File: src/rtl/nearest_hit_reducer.sv
// Reduces NUM_BLOCKS per-block intersection beats for one pixel to the nearest hit,
// then queues the winner in a small output FIFO with ready/valid handshake.
module nearest_hit_reducer #(
  parameter int NUM_BLOCKS     = 16,
  parameter int INDEX_WIDTH    = 4,
  parameter int OUT_DEPTH      = 2,
  parameter bit PRIORITY_MODE  = 1'b0,
  parameter int PRIORITY_INDEX = 13
) (
  input  logic                   clk_in,
  input  logic                   rst_in,
  input  logic                   valid_in,
  input  logic [10:0]            x_in,
  input  logic [9:0]             y_in,
  input  logic [INDEX_WIDTH-1:0] block_index_in,
  input  logic                   intersect_in,
  input  logic [31:0]            t_in,
  input  logic [31:0]            ray_x_in,
  input  logic [31:0]            ray_y_in,
  input  logic [31:0]            ray_z_in,
  input  logic                   out_ready,
  output logic                   out_valid,
  output logic [10:0]            x_out,
  output logic [9:0]             y_out,
  output logic                   hit_out,
  output logic [INDEX_WIDTH-1:0] block_index_out,
  output logic [31:0]            t_out,
  output logic [31:0]            ray_x_out,
  output logic [31:0]            ray_y_out,
  output logic [31:0]            ray_z_out,
  output logic                   overflow_out,
  output logic                   sync_err_out
);

  localparam int CW = $clog2(NUM_BLOCKS);
  localparam int PW = (OUT_DEPTH > 1) ? $clog2(OUT_DEPTH) : 1;
  localparam int NW = $clog2(OUT_DEPTH + 1);
  localparam logic [31:0] POS_INF = 32'h7F80_0000;

  typedef struct packed {
    logic [10:0]            x;
    logic [9:0]             y;
    logic                   hit;
    logic [INDEX_WIDTH-1:0] idx;
    logic [31:0]            t;
    logic [31:0]            rx;
    logic [31:0]            ry;
    logic [31:0]            rz;
  } result_t;

  logic [CW-1:0] cnt_reg;
  result_t       acc_reg, acc_next;
  logic          acc_prio_reg, acc_prio_next;
  logic          overflow_reg, sync_err_reg;

  logic    mismatch, first, last, is_nan, cand, cand_prio, better, take;
  result_t beat_rec, result;

  always_comb begin
    mismatch  = valid_in && (cnt_reg != '0) && ((x_in != acc_reg.x) || (y_in != acc_reg.y));
    first     = (cnt_reg == '0) || mismatch;
    last      = valid_in && !mismatch && (cnt_reg == CW'(NUM_BLOCKS - 1));
    is_nan    = (t_in[30:23] == 8'hFF) && (t_in[22:0] != '0);
    cand      = intersect_in && !t_in[31] && !is_nan;
    cand_prio = (PRIORITY_MODE != 1'b0) && (block_index_in == INDEX_WIDTH'(PRIORITY_INDEX));
    // A priority hit beats any ordinary hit; within the same class the smaller t wins, ties keep the earlier beat.
    better    = !acc_reg.hit || (cand_prio && !acc_prio_reg) ||
                ((cand_prio == acc_prio_reg) && (t_in[30:0] < acc_reg.t[30:0]));
    take      = cand && (first || better);

    beat_rec     = '0;
    beat_rec.x   = x_in;
    beat_rec.y   = y_in;
    beat_rec.hit = cand;
    beat_rec.idx = block_index_in;
    beat_rec.t   = t_in;
    beat_rec.rx  = ray_x_in;
    beat_rec.ry  = ray_y_in;
    beat_rec.rz  = ray_z_in;

    acc_next      = acc_reg;
    acc_prio_next = acc_prio_reg;
    if (first || take) begin
      acc_next      = beat_rec;
      acc_prio_next = cand && cand_prio;
    end

    // Without any candidate the ray still comes from the final beat of the group.
    result     = acc_next;
    result.idx = acc_next.hit ? acc_next.idx : '0;
    result.t   = acc_next.hit ? acc_next.t  : POS_INF;
    result.rx  = acc_next.hit ? acc_next.rx : ray_x_in;
    result.ry  = acc_next.hit ? acc_next.ry : ray_y_in;
    result.rz  = acc_next.hit ? acc_next.rz : ray_z_in;
  end

  always_ff @(posedge clk_in or negedge rst_in) begin
    if (!rst_in) begin
      cnt_reg      <= '0;
      acc_reg      <= '0;
      acc_prio_reg <= 1'b0;
      sync_err_reg <= 1'b0;
    end else if (valid_in) begin
      acc_reg      <= acc_next;
      acc_prio_reg <= acc_prio_next;
      if (last)
        cnt_reg <= '0;
      else if (mismatch)
        cnt_reg <= CW'(1);
      else
        cnt_reg <= cnt_reg + CW'(1);
      if (mismatch)
        sync_err_reg <= 1'b1;
    end
  end

  // Output FIFO
  result_t        mem [OUT_DEPTH];
  logic [PW-1:0]  wr_ptr_reg, rd_ptr_reg;
  logic [NW-1:0]  count_reg;
  logic           full, pop, wr_en;
  result_t        head;

  function automatic logic [PW-1:0] ptr_inc(input logic [PW-1:0] p);
    return (p == PW'(OUT_DEPTH - 1)) ? '0 : p + PW'(1);
  endfunction

  assign full  = (count_reg == NW'(OUT_DEPTH));
  assign pop   = out_valid && out_ready;
  // A pop in the same cycle frees the slot, so a push into a full FIFO still lands.
  assign wr_en = last && (!full || pop);

  always_ff @(posedge clk_in) begin
    if (wr_en)
      mem[wr_ptr_reg] <= result;
  end

  always_ff @(posedge clk_in or negedge rst_in) begin
    if (!rst_in) begin
      wr_ptr_reg   <= '0;
      rd_ptr_reg   <= '0;
      count_reg    <= '0;
      overflow_reg <= 1'b0;
    end else begin
      if (wr_en)
        wr_ptr_reg <= ptr_inc(wr_ptr_reg);
      if (pop)
        rd_ptr_reg <= ptr_inc(rd_ptr_reg);
      if (wr_en && !pop)
        count_reg <= count_reg + NW'(1);
      else if (pop && !wr_en)
        count_reg <= count_reg - NW'(1);
      if (last && !wr_en)
        overflow_reg <= 1'b1;
    end
  end

  assign out_valid       = (count_reg != '0);
  assign head            = out_valid ? mem[rd_ptr_reg] : '0;
  assign x_out           = head.x;
  assign y_out           = head.y;
  assign hit_out         = head.hit;
  assign block_index_out = head.idx;
  assign t_out           = head.t;
  assign ray_x_out       = head.rx;
  assign ray_y_out       = head.ry;
  assign ray_z_out       = head.rz;
  assign overflow_out    = overflow_reg;
  assign sync_err_out    = sync_err_reg;

endmodule

File: config.mk
export PLATFORM = sky130hd
export DESIGN_NAME = nearest_hit_reducer
export DESIGN_NICKNAME = d
export VERILOG_FILES = /design/src/rtl/nearest_hit_reducer.sv
export SDC_FILE = /design/constraint.sdc
export NUM_CORES = 1
export LEC_CHECK = 0
export ABC_AREA = 1
export CORE_MARGIN = 2
export CORE_UTILIZATION = 47
export DETAILED_ROUTE_END_ITERATION = 8
export GPL_TIMING_DRIVEN = 0
export PLACE_DENSITY = 0.8
export SYNTH_ARGS = -nofsm -noshare
export SYNTH_HDL_FRONTEND = slang
export SYNTH_SLANG_ARGS = --single-unit
File: constraint.sdc
create_clock -name clk_in -period 9.68 [get_ports clk_in]
set_input_delay 1.936 -clock clk_in [delete_from_list [all_inputs] [get_ports clk_in]]
set_output_delay 1.936 -clock clk_in [all_outputs]
set_load 0.01 [all_outputs]
==> flow_summary.ini <==
[outcome]
status = complete, no violations

[global_routing]
grt_util_met2_pct = 42.19
antenna_found_initial = 9
grt_usage_pct = 25.65
grt_use_met3_pct = 4.788
use_met1_pct = 33.72
grt_pass1_vias = 18790
busiest_layer = met2
grt_max_degree = 90
overflow = 0
grt_pass1_wl_um = 101600

[placement]
dp.cells = 3801
port_buffers = 313
place_congestion = 0.8906
dpl.hpwl_um = 47070

[floorplanning]
die_h_um = 227.3
io_pins = 315
row_count = 81
core_um2 = 49050
start_util_pct = 47.76
die_w_um = 227.3
fp.dieArea_um2 = 51640

[worst_hold_path]
min_path_cells = 1
hold_path.class = reg -> reg

[timing]
finalSetupViolCount = 0
fmax_mhz = 170.4
skew_ns = 0.02091
tns_ns = 0
fin_crit_sh_pct = 60.62
final_hold_viol_count = 0
relSlewSlack_pct = 24.38
finalCriticalPeriod_ns = 5.868
worst_slew_pin_slew_ns = 1.134
slew_viol_final = 0
rsz0062_at_grt = false

[cells_and_area]
layout-drive-gt1-share_pct = 4.457
stdcell_count = 3903
fillerInstances = 4118
fin_nets = 3380
syn_to_final_growth_pct = 25.28
largest_reg_flops = 308
layout_commonest_cell = nand2_1
final_cell_mix = nand2_1, nand3_1, inv_1

[critical_path]
cp_num_buf_inv = 4
startpoint_type = register
rrSetupSlack_ns = 6.24
cp-end-kind = output port
cp.required_ns = 7.74
crit_path_top_delay_cell = clkbuf_1
max_stage_delay_ns = 0.75
ff2ff_path_depth = 13
cp_cell_sequence = clkbuf_1 > clkbuf_1 > clkbuf_1 > nand2_1 > a21oi_1 > clkdlybuf4s50_1
crit_type = reg -> out
worstPathArrival_ns = 3.93
critPathMaxFanout = 10
cp_top_family = buffers and inverters
critical_path_depth = 6
critPathMostFrequentCell = clkbuf_1

[drt]
vias = 20030
vias_per_cell = 5.131
drc = 0
drtPass1Iterations = 8
drt_iter0_drc = 1613
final_antenna_net_count = 0
wirelength_um = 66280
routedWlPerCell_um = 16.98

[logic_synthesis]
syn_inst = 2811
syn_area_um2 = 23430
syn_nets = 3002
synth_seq_area_share_pct = 57.00
synth_warnings = 0
ys_types = 28
avgSynthCellArea_um2 = 8.334
ys_seq_elements = 472

[cts]
post_cts_buffers = 0
cts_resized = 0
cts_hold_buf = 0
clk_path_buf_depth = 3
h-tree-depth = 2
numCtsBuffers = 50
cts.sinks = 472
clk_pin_slew_ns = 0.06
cts-root-buf = clkbuf_16
insertion_delay_ns = 0.60
cts_tree = done

[power_and_ir_drop]
ir_drop_mv = 0.1773
clkPwrFrac_pct = 24.4
internal-power_mw = 4.817
leakage_nw = 13.52
combPwrFrac_pct = 42.0
power_mw = 7.725
switching_share_pct = 37.64
switchingPower_mw = 2.908
p_per_area_nw_per_um2 = 263.2
sequentialPowerShare_pct = 33.6

[run]
drv_cap = 0
==> kinds of logic after synthesis <==
| kind of cell | after synthesis | synth area share (%) |
|---|---|---|
| AOI/OAI and AO/OA | 176 | 3.846 |
| xor gates and xnor gates | 8 | 0.2991 |
| adders and majority gates | 33 | 1.763 |
| buffers and inverters | 497 | 8.407 |
| DFF | 472 | 57.00 |
| and+or+nand+nor | 1625 | 28.69 |
==> metal layers <==
layer | vias up | part of all wire (%) | routed length, um
met5 | - | 0.066 | 44
met4 | 6 | 3.7 | 2423
met3 | 147 | 7.5 | 4988
met2 | 742 | 47 | 31230
met1 | 9333 | 42 | 27600
li1 | 9800 | - | -
==> final timing paths <==
| kind | start | to |
|---|---|---|
| hold / removal | overflow_out | overflow_out |
| max in group asynchronous | rst_in | acc_reg[136] |
| setup / recovery | rd_ptr_reg | t_out[3] |
| setup reg to reg | acc_reg[118] | mem[0][28] |
| min in group asynchronous | rst_in | acc_reg[3] |
| hold reg to reg | overflow_out | overflow_out |
==> final cells by class <==
cell class | count | area, um2 | area share, %
Antenna cell | 8 | 20.02 | 0.06821
Sequential cell | 472 | 13350 | 45.50
Inverter | 338 | 1269 | 4.323
Timing Repair Buffer | 326 | 3451 | 11.76
Tap cell | 664 | 830.8 | 2.831
Buffer | 159 | 700.7 | 2.387
Clock buffer | 60 | 1363 | 4.643
Multi-Input combinational cell | 1842 | 8119 | 27.66
Clock inverter | 34 | 244.0 | 0.8313
==> power groups by stage <==
stage                     Clock, mW  Combinational [mW]  Sequential (mW)
after global routing           2.00                3.60             2.62
after CTS                      1.91                3.26             2.59
after floorplan                   0                1.81             2.60
after detailed placement          0                3.23             2.63
after global placement            0                3.18             2.62
final                          1.88                3.25             2.60
==> worst register-to-register path, cell delays in order (launching register included) <==
cell and delay, ns:
dfrtp_1 0.35, inv_1 0.06, ha_1 0.29, a21o_1 0.18, nor2_1 0.13, nand2_1 0.08
a21oi_1 0.24, a21oi_1 0.15, nand2_4 0.22, buf_2 0.48, buf_1 0.56, nand3_1 0.20
nand3_1 0.17, nand2_1 0.08
==> cell usage after synthesis <==
cell type | count | area [um2]
buf_8 | 1 | 15.01
nand4_1 | 9 | 56.30
o22ai_1 | 1 | 6.260
inv_1 | 324 | 1216
nand2_2 | 1 | 6.260
xor2_1 | 5 | 43.79
nand3_1 | 413 | 2067
and2_1 | 21 | 131.4
or2_2 | 1 | 6.260
edfxtp_1 | 308 | 9249
buf_4 | 1 | 7.510
buf_1 | 30 | 112.6
a21o_1 | 3 | 22.52
a21oi_1 | 167 | 835.8
buf_6 | 8 | 90.09
nor3_1 | 2 | 10.01
dfrtp_1 | 164 | 4104
o21ai_0 | 4 | 20.02
inv_2 | 14 | 52.55
xnor2_1 | 3 | 26.28
nand3_2 | 1 | 10.01
nand2_4 | 2 | 22.52
ha_1 | 33 | 412.9
a21oi_4 | 1 | 16.27
nor2_1 | 57 | 214.0
buf_2 | 23 | 115.1
clkbuf_1 | 96 | 360.4
nand2_1 | 1118 | 4197
==> metrics by stage <==
stage / util (%) / hold WS, ns / setup slack, ns / instance area [um2]
floorplan: - / 0.4491 / -0.2628 / 23430
global placement: 55.84 / 0.4449 / -5.541 / 27390
CTS: 59.79 / 0.4682 / 3.768 / 29330
finish: 59.83 / 0.4664 / 3.812 / 29350
global route: 59.82 / 0.4942 / 3.632 / 29340
detailed placement: 56.52 / 0.4549 / 4.099 / 27720
Note: power is estimated with default switching activity, not from simulation.
